<file path="src/rtl/zoned_thermostat_ctrl.sv">
// rtl/zoned_thermostat_ctrl.sv - multi-zone heat/cool plant sequencer with compressor protection
module zoned_thermostat_ctrl #(
  parameter int ZONES     = 4,
  parameter int TIMER_W   = 8,
  parameter int MIN_ON    = 4,
  parameter int MIN_OFF   = 3,
  parameter int FAN_RUNON = 2,
  parameter int CNT_W     = 8
) (
  input  logic             clk,
  input  logic             resetn,
  input  logic             mode,
  input  logic [ZONES-1:0] too_cold,
  input  logic [ZONES-1:0] too_hot,
  input  logic             fan_on,
  output logic             heater,
  output logic             aircon,
  output logic             fan,
  output logic [ZONES-1:0] zone_valve,
  output logic [1:0]       state,
  output logic [CNT_W-1:0] run_count
);

  localparam logic [1:0] ST_IDLE = 2'd0;
  localparam logic [1:0] ST_RUN  = 2'd1;
  localparam logic [1:0] ST_LOCK = 2'd2;

  // Timers count down to zero, so a load of N-1 yields an N-cycle interval.
  localparam logic [TIMER_W-1:0] ON_LOAD    = TIMER_W'(MIN_ON - 1);
  localparam logic [TIMER_W-1:0] OFF_LOAD   = TIMER_W'(MIN_OFF - 1);
  localparam logic [TIMER_W-1:0] RUNON_LOAD = TIMER_W'(FAN_RUNON);

  logic [1:0]         state_q, state_d;
  logic [TIMER_W-1:0] tmr_q, tmr_d;
  logic [TIMER_W-1:0] runon_q, runon_d;
  logic               run_mode_q, run_mode_d;
  logic [ZONES-1:0]   valve_q, valve_d;
  logic [CNT_W-1:0]   run_count_q, run_count_d;

  logic [ZONES-1:0]   calls;
  logic               demand;
  logic               run_demand;

  // Next-state logic: the plant latches its mode at RUN entry and only releases
  // after the minimum on-time once the call in that mode has gone away.
  always_comb begin
    calls       = mode ? too_cold : too_hot;
    demand      = |calls;
    run_demand  = demand & (mode == run_mode_q);
    state_d     = state_q;
    tmr_d       = tmr_q;
    runon_d     = (runon_q != '0) ? runon_q - TIMER_W'(1) : runon_q;
    run_mode_d  = run_mode_q;
    run_count_d = run_count_q;
    valve_d     = '0;

    case (state_q)
      ST_IDLE: begin
        if (demand) begin
          state_d    = ST_RUN;
          tmr_d      = ON_LOAD;
          run_mode_d = mode;
          if (run_count_q != '1) run_count_d = run_count_q + CNT_W'(1);
        end
      end
      ST_RUN: begin
        if (tmr_q != '0) begin
          tmr_d = tmr_q - TIMER_W'(1);
        end else if (!run_demand) begin
          state_d = ST_LOCK;
          tmr_d   = OFF_LOAD;
          runon_d = RUNON_LOAD;
        end
      end
      ST_LOCK: begin
        if (tmr_q == '0) state_d = ST_IDLE;
        else             tmr_d   = tmr_q - TIMER_W'(1);
      end
      default: begin
        state_d = ST_IDLE;
        tmr_d   = '0;
      end
    endcase

    // Valves track live calls while they are relevant to the running mode;
    // otherwise they hold so zones stay open through the minimum-on hold.
    if (state_d == ST_RUN) begin
      if ((run_demand || state_q == ST_IDLE) && calls != '0) valve_d = calls;
      else                                                  valve_d = valve_q;
    end
  end

  // State registers with synchronous active-low clear; reset drops the plant instantly.
  always_ff @(posedge clk) begin
    if (!resetn) begin
      state_q     <= ST_IDLE;
      tmr_q       <= '0;
      runon_q     <= '0;
      run_mode_q  <= 1'b0;
      valve_q     <= '0;
      run_count_q <= '0;
    end else begin
      state_q     <= state_d;
      tmr_q       <= tmr_d;
      runon_q     <= runon_d;
      run_mode_q  <= run_mode_d;
      valve_q     <= valve_d;
      run_count_q <= run_count_d;
    end
  end

  assign heater     = (state_q == ST_RUN) &  run_mode_q;
  assign aircon     = (state_q == ST_RUN) & ~run_mode_q;
  assign fan        = fan_on | (state_q == ST_RUN) | (runon_q != '0);
  assign zone_valve = valve_q;
  assign state      = state_q;
  assign run_count  = run_count_q;

endmodule

</file>
<file path="config.mk">
export PLATFORM = sky130hd
export DESIGN_NAME = zoned_thermostat_ctrl
export DESIGN_NICKNAME = d
export VERILOG_FILES = /design/src/rtl/zoned_thermostat_ctrl.sv
export SDC_FILE = /design/constraint.sdc
export NUM_CORES = 1
export LEC_CHECK = 0
export CAP_MARGIN = 20
export CORE_AREA = 2 2 60 62
export DETAILED_ROUTE_END_ITERATION = 16
export DIE_AREA = 0 0 62 64
export GPL_ROUTABILITY_DRIVEN = 0
export PLACE_DENSITY = 0.82
export SYNTH_ARGS = -nofsm -noshare
export SYNTH_HDL_FRONTEND = slang
export SYNTH_SLANG_ARGS = --single-unit
</file>
<file path="constraint.sdc">
create_clock -name clk -period 4.45 [get_ports clk]
set_input_delay 0.89 -clock clk [delete_from_list [all_inputs] [get_ports clk]]
set_output_delay 0.89 -clock clk [all_outputs]
set_load 0.02 [all_outputs]
</file>
==> results by group, run 1 <==
Outcome
  – Status: complete, no violations

Synthesis
  – Xor/xnor cell area share of the yosys netlist: 3.27%
  – Netlist cell types: 57
  – Ranking of synthesized cells by area: dfxtp_1 33%, nand2_1 4.4%, ha_1 3.3%, nor4_1 3.3%, mux2i_1 3.2%
  – Largest family of logic cells by synthesized area: simple AND/OR/NAND/NOR gates
  – Syn_area_per_cell: 8.53 sq um
  – Asr flop ratio synth: 0%
  – Mapped Nets: 237
  – Post-synth EDFFs: 0
  – Seq/Total Area, Yosys: 33.1%
  – Prevailing post-synth register cell: dfxtp_1
  – Netlist Area Pre-Place: 0.00188 sq mm
  – Synth cell count leaders: 31 x dfxtp_1, 22 x nand2_1, 16 x nor2_1, 10 x nor4_1
  – Synth area leader: dfxtp_1
  – Synth Area in Compound Gates: 23.3%
  – YS warnings: 0
  – Syn Inst Count: 220
  – Register bit total from synthesis: 31
  – Simple-gate area share of the yosys netlist: 28.3%
  – Top-count cell post-synth: dfxtp_1
  – Mux share of post-synthesis cell area: 4.54%
  – Share of the synthesized area in the top cell type: 33.1%
  – Adder-Cell Fraction of Synth Area: 3.34%

Setup path
  – CP required: 3560 ps
  – Launch point of the worst reg-to-reg path: state[1]
  – CP endpoint: fan
  – Worst EP arrival: 2290 ps
  – Critical path endpoint category: primary output
  – CP Launch Type: flip-flop
  – R2r endpoint: zone_valve[0]
  – Reg2reg setup slack: 2450 ps
  – Setup Crit Path Kind: reg -> out
  – R2R cell count: 4
  – Setup crit start: runon_q[3]
  – CP Max Fanout: 5

Pwr
  – Seq pwr share: 32.7%
  – Design Power: 1.30 mW
  – Sw frac: 41.2%
  – Comb power frac: 49.4%
  – Cell Pwr Density: 577 mW/mm^2
  – Net Switching: 0.537 mW
  – Lkg Pwr: 0.835 nW
  – Worst VDD drop: 0.000408 V
  – Int Pwr: 0.767 mW
  – Clock share of power: 18.0%

Routing
  – Final ANT Viol Nets: 0
  – Total Wirelength: 4210 um
  – First-pass DRT Iterations: 6
  – Remaining DRCs: 0
  – Via density: 6.04
  – Routed via count: 1,769
  – Starting DRT DRC Count: 74
  – WL/cell: 14.4 um

Job
  – Number of max-cap violations: 0

Final layout
  – Nets@finish: 263
  – Finished Cell Area: 0.00226 sq mm
  – Area grow syn2layout: 20.5%
  – # diodes: 0
  – Layout cell share with drive strength beyond 1: 8.10%
  – Fin util: 68.8%

STA
  – Measured slew at the worst slew-check pin: 851 ps
  – Fin. Hold Viols: 0
  – Crit path time final: 3180 ps
  – Worst rel slew slack: 42.7%
  – Unrepaired setup endpoints after global routing: false
  – Final Cycle Share: 71.4%
  – Clk_skew: 10.9 ps
  – Count of final max-slew check failures: 0
  – TNS Setup: 0 ps
  – Hold slack: 505 ps
  – Fmax: 0.315 GHz
  – Final setup viols: 0

CTS
  – H-tree levels: 2
  – Sink Count: 31
  – Hold buffers post-CTS: 0
  – CTS clk-pin slew, worst paths: 100 ps
  – CTS tree: done
  – Clock Latency Late Sink: 340 ps
  – Post-CTS Setup Bufs: 0
  – Worst-case clock buffer depth: 2
  – CTS root buf: clkbuf_4
  – Cts repair resizes: 0
  – CTS buffer count: 5

GRT
  – Gr usage total: 23.2%
  – First-pass GRT wire length: 7020 um
  – Largest net degree at the start of global routing: 20
  – Initial antenna violation count: 0
  – Grt ovf: 0
  – Vias in the first global route: 1,553

Floorplan
  – Die Ht: 64 um
  – Core area: 0.00328 sq mm
  – # rows: 21
  – Initial Util: 57.1%
  – IO Pins: 29
  – Die width: 62 um
  – DIE AREA: 0.00397 sq mm

Place
  – Post-DP Area: 0.00217 sq mm
  – PortBufs: 28
  – Dpl hpwl: 3050 um

Min path
  – Worst hold-check path type: reg -> reg
-- metrics by stage --
stage / worst slack [ps] / instances
after floorplan: 2180 / 220
after global placement: 1360 / 284
after detailed placement: 1320 / 284
after CTS: 1210 / 292
after global routing: 1130 / 293
final: 1270 / 293
-- how the worst min path moves through the flow --
stage,startpoint,endpoint,slack [ps],cells past startpoint
4_1_cts,run_count[6],run_count[6],510,1
3_3_place_gp,run_count[6],run_count[6],480,1
2_1_floorplan,tmr_q[1],tmr_q[1],460,2
3_5_place_dp,run_count[6],run_count[6],490,1
6_report,run_count[3],run_count[3],510,2
5_1_grt,tmr_q[1],tmr_q[1],530,2
-- registers in the layout (all words and copies together), names as in the netlist --
signal	flops
tmr_q	8
state	2
zone_valve	4
run_count	8
run_mode_q	1
runon_q	8
-- cells by family after synthesis --
family                     Yosys count
adders and majority gates            5
DFF                                 31
and+or+nand+nor                     96
buffers and inverters               19
AOI/OAI and AO/OA                   54
xor gates and xnor gates             7
muxes                                8
-- cells in the final DEF, fill, tap and decap left out, types with 4 or more instances in the layout --
cell type        synthesis  layout
nor3_1                   5       5
nand2_1                 22      22
o22ai_1                  4       4
dfxtp_1                 31      31
o31ai_1                  4       4
nor2_1                  16      16
nand3_1                  5       5
ha_1                     5       5
clkbuf_4                 0       5
a21oi_1                  9       9
a221oi_1                 4       4
clkdlybuf4s50_1          0      28
mux2i_1                  6       6
o21ai_0                  4       4
xnor2_1                  4       4
nor2b_1                  7       7
a2111oi_0                4       4
inv_1                    9       9
nand2b_1                 8       8
nor4_1                  10      10
-- layer usage --
layer	global-route usage, %	wire length [um]
met3	4.86	154
met4	9.31	77
met5	0	0
met2	34.2	1990
met1	32.1	2000
-- area by class of cell --
| class | count | area (sq um) |
|---|---|---|
| Multi-Input combinational cell | 170 | 1180 |
| Fill cell | 289 | 1020 |
| Sequential cell | 31 | 621 |
| Timing Repair Buffer | 29 | 285 |
| Tap cell | 46 | 57.6 |
| Clock buffer | 6 | 51.3 |
| Clock inverter | 2 | 35.0 |
| Inverter | 9 | 33.8 |
-- worst max-delay path: stages (launching register included) --
cell and delay [ps]:
dfxtp_1 370, nor4_1 370, nand3_1 290, or3_1 380
clkdlybuf4s50_1 540
-- power groups by stage --
stage	sequential (mW)	clock [mW]	combinational (mW)
5_1_grt	0.441	0.247	0.720
4_1_cts	0.425	0.237	0.646
3_3_place_gp	0.429	0	0.632
3_5_place_dp	0.431	0	0.640
6_report	0.426	0.234	0.644
2_1_floorplan	0.426	0	0.490
Power figures use the tool's default switching activity.
==> run 2, diff against run 1 <==
- CORE_AREA: 2 2 60 62 -> 2 2 63 65
- DIE_AREA: 0 0 62 64 -> 0 0 65 67
- PLACE_DENSITY: 0.82 -> 0.76
- clock period: 4.45 -> 3.01 ns (I/O delays scaled with it)
==> results by group, run 2 (synthesized netlist as in run 1, its figures left out) <==
Outcome
  – Status: complete, no violations

Min path
  – Worst hold-check path type: reg -> reg
  – WHS Path Cells: 1

Floorplan
  – DIE AREA: 0.00436 sq mm
  – # rows: 22
  – IO Pins: 29
  – Core area: 0.00361 sq mm
  – Initial Util: 52.0%
  – Die Ht: 67 um
  – Die width: 65 um

Routing
  – Final ANT Viol Nets: 0
  – First-pass DRT Iterations: 4
  – Total Wirelength: 4160 um
  – WL/cell: 13.9 um
  – Remaining DRCs: 0
  – Via density: 5.99
  – Starting DRT DRC Count: 83
  – Routed via count: 1,791

STA
  – Fmax: 0.356 GHz
  – Crit path time final: 2810 ps
  – Fin. Hold Viols: 0
  – Measured slew at the worst slew-check pin: 630 ps
  – TNS Setup: 0 ps
  – Hold slack: 500 ps
  – Clk_skew: 5.03 ps
  – Unrepaired setup endpoints after global routing: false
  – Count of final max-slew check failures: 0
  – Worst rel slew slack: 57.6%
  – Final setup viols: 0
  – Final Cycle Share: 93.3%

CTS
  – Cts repair resizes: 0
  – Worst-case clock buffer depth: 2
  – H-tree levels: 2
  – Sink Count: 31
  – Clock Latency Late Sink: 280 ps
  – CTS clk-pin slew, worst paths: 60 ps
  – Post-CTS Setup Bufs: 0
  – CTS root buf: clkbuf_8
  – CTS buffer count: 5
  – Hold buffers post-CTS: 0
  – CTS tree: done

Final layout
  – Commonest non-fill, non-tap cell in the layout: dfxtp_1
  – Area grow syn2layout: 22.8%
  – Commonest cells after routing, fill and taps aside: 31 x dfxtp_1, 28 x clkdlybuf4s50_1, 22 x nand2_1
  – # diodes: 0
  – Layout cell share with drive strength beyond 1: 9.56%
  – Fin util: 63.9%
  – Nets@finish: 268

GRT
  – Initial antenna violation count: 0
  – First-pass GRT wire length: 7250 um
  – Gr usage total: 21.6%
  – Vias in the first global route: 1,621
  – Largest net degree at the start of global routing: 17
  – Grt ovf: 0

Setup path
  – R2R cell count: 4
  – Worst EP arrival: 2210 ps
  – CP Launch Type: flip-flop
  – Critical path endpoint category: primary output
  – CP Max Fanout: 5
  – CP required: 2410 ps
  – Setup Crit Path Kind: reg -> out

Pwr
  – Design Power: 1.92 mW
  – Worst VDD drop: 0.000384 V
  – Lkg Pwr: 0.861 nW
  – Cell Pwr Density: 832 mW/mm^2

Place
  – Dpl hpwl: 3040 um
  – PortBufs: 28

Job
  – Number of max-cap violations: 0
-- run 2: cell types whose count changed in the layout (fill, tap and decap cells not counted) --
| cell | delta |
|---|---|
| buf_4 | +6 |
| clkbuf_4 | -5 |
| clkbuf_8 | +5 |
| bufinv_16 | -1 |
| clkbuf_2 | -1 |
-- run 2: power by group --
group / internal (mW) / switching (mW)
registers: 0.519 / 0.114
clock network: 0.179 / 0.153
logic: 0.423 / 0.528
total: 1.12 / 0.795
-- run 2: area by class of cell --
| cell class | instances | area (sq um) |
|---|---|---|
| Multi-Input combinational cell | 170 | 1180 |
| Timing Repair Buffer | 34 | 325 |
| Tap cell | 48 | 60.1 |
| Sequential cell | 31 | 621 |
| Fill cell | 317 | 1300 |
| Inverter | 9 | 33.8 |
| Clock inverter | 1 | 5.00 |
| Clock buffer | 6 | 82.6 |
-- run 2: path summary, 6_finish.rpt --
check,from,to,slack [ps]
max,runon_q[3],fan,200
min,run_count[6],run_count[6],500
max reg2reg,state[1],zone_valve[1],1030
min reg2reg,run_count[6],run_count[6],500
-- run 2: routing by layer --
metal	vias to the layer above	wire (um)	global-route usage, %
li1	900	-	-
met1	825	1980	26.5
met2	59	1840	35.1
met3	7	265	5.91
met4	0	74	9.84
met5	-	0	0
-- run 2: stage by stage --
stage / instances / setup slack [ps] / cell area (sq um)
after floorplan: 220 / 1030 / 1880
after global placement: 292 / 458 / 2220
after detailed placement: 292 / 445 / 2220
after CTS: 299 / 184 / 2300
after global routing: 299 / 137 / 2300
final: 299 / 201 / 2300
-- run 2: critical path, cell delays in order (launching register included) --
cell and delay [ps]:
dfxtp_1 350, nor4_1 380, nand3_1 280, or3_1 380
clkdlybuf4s50_1 540
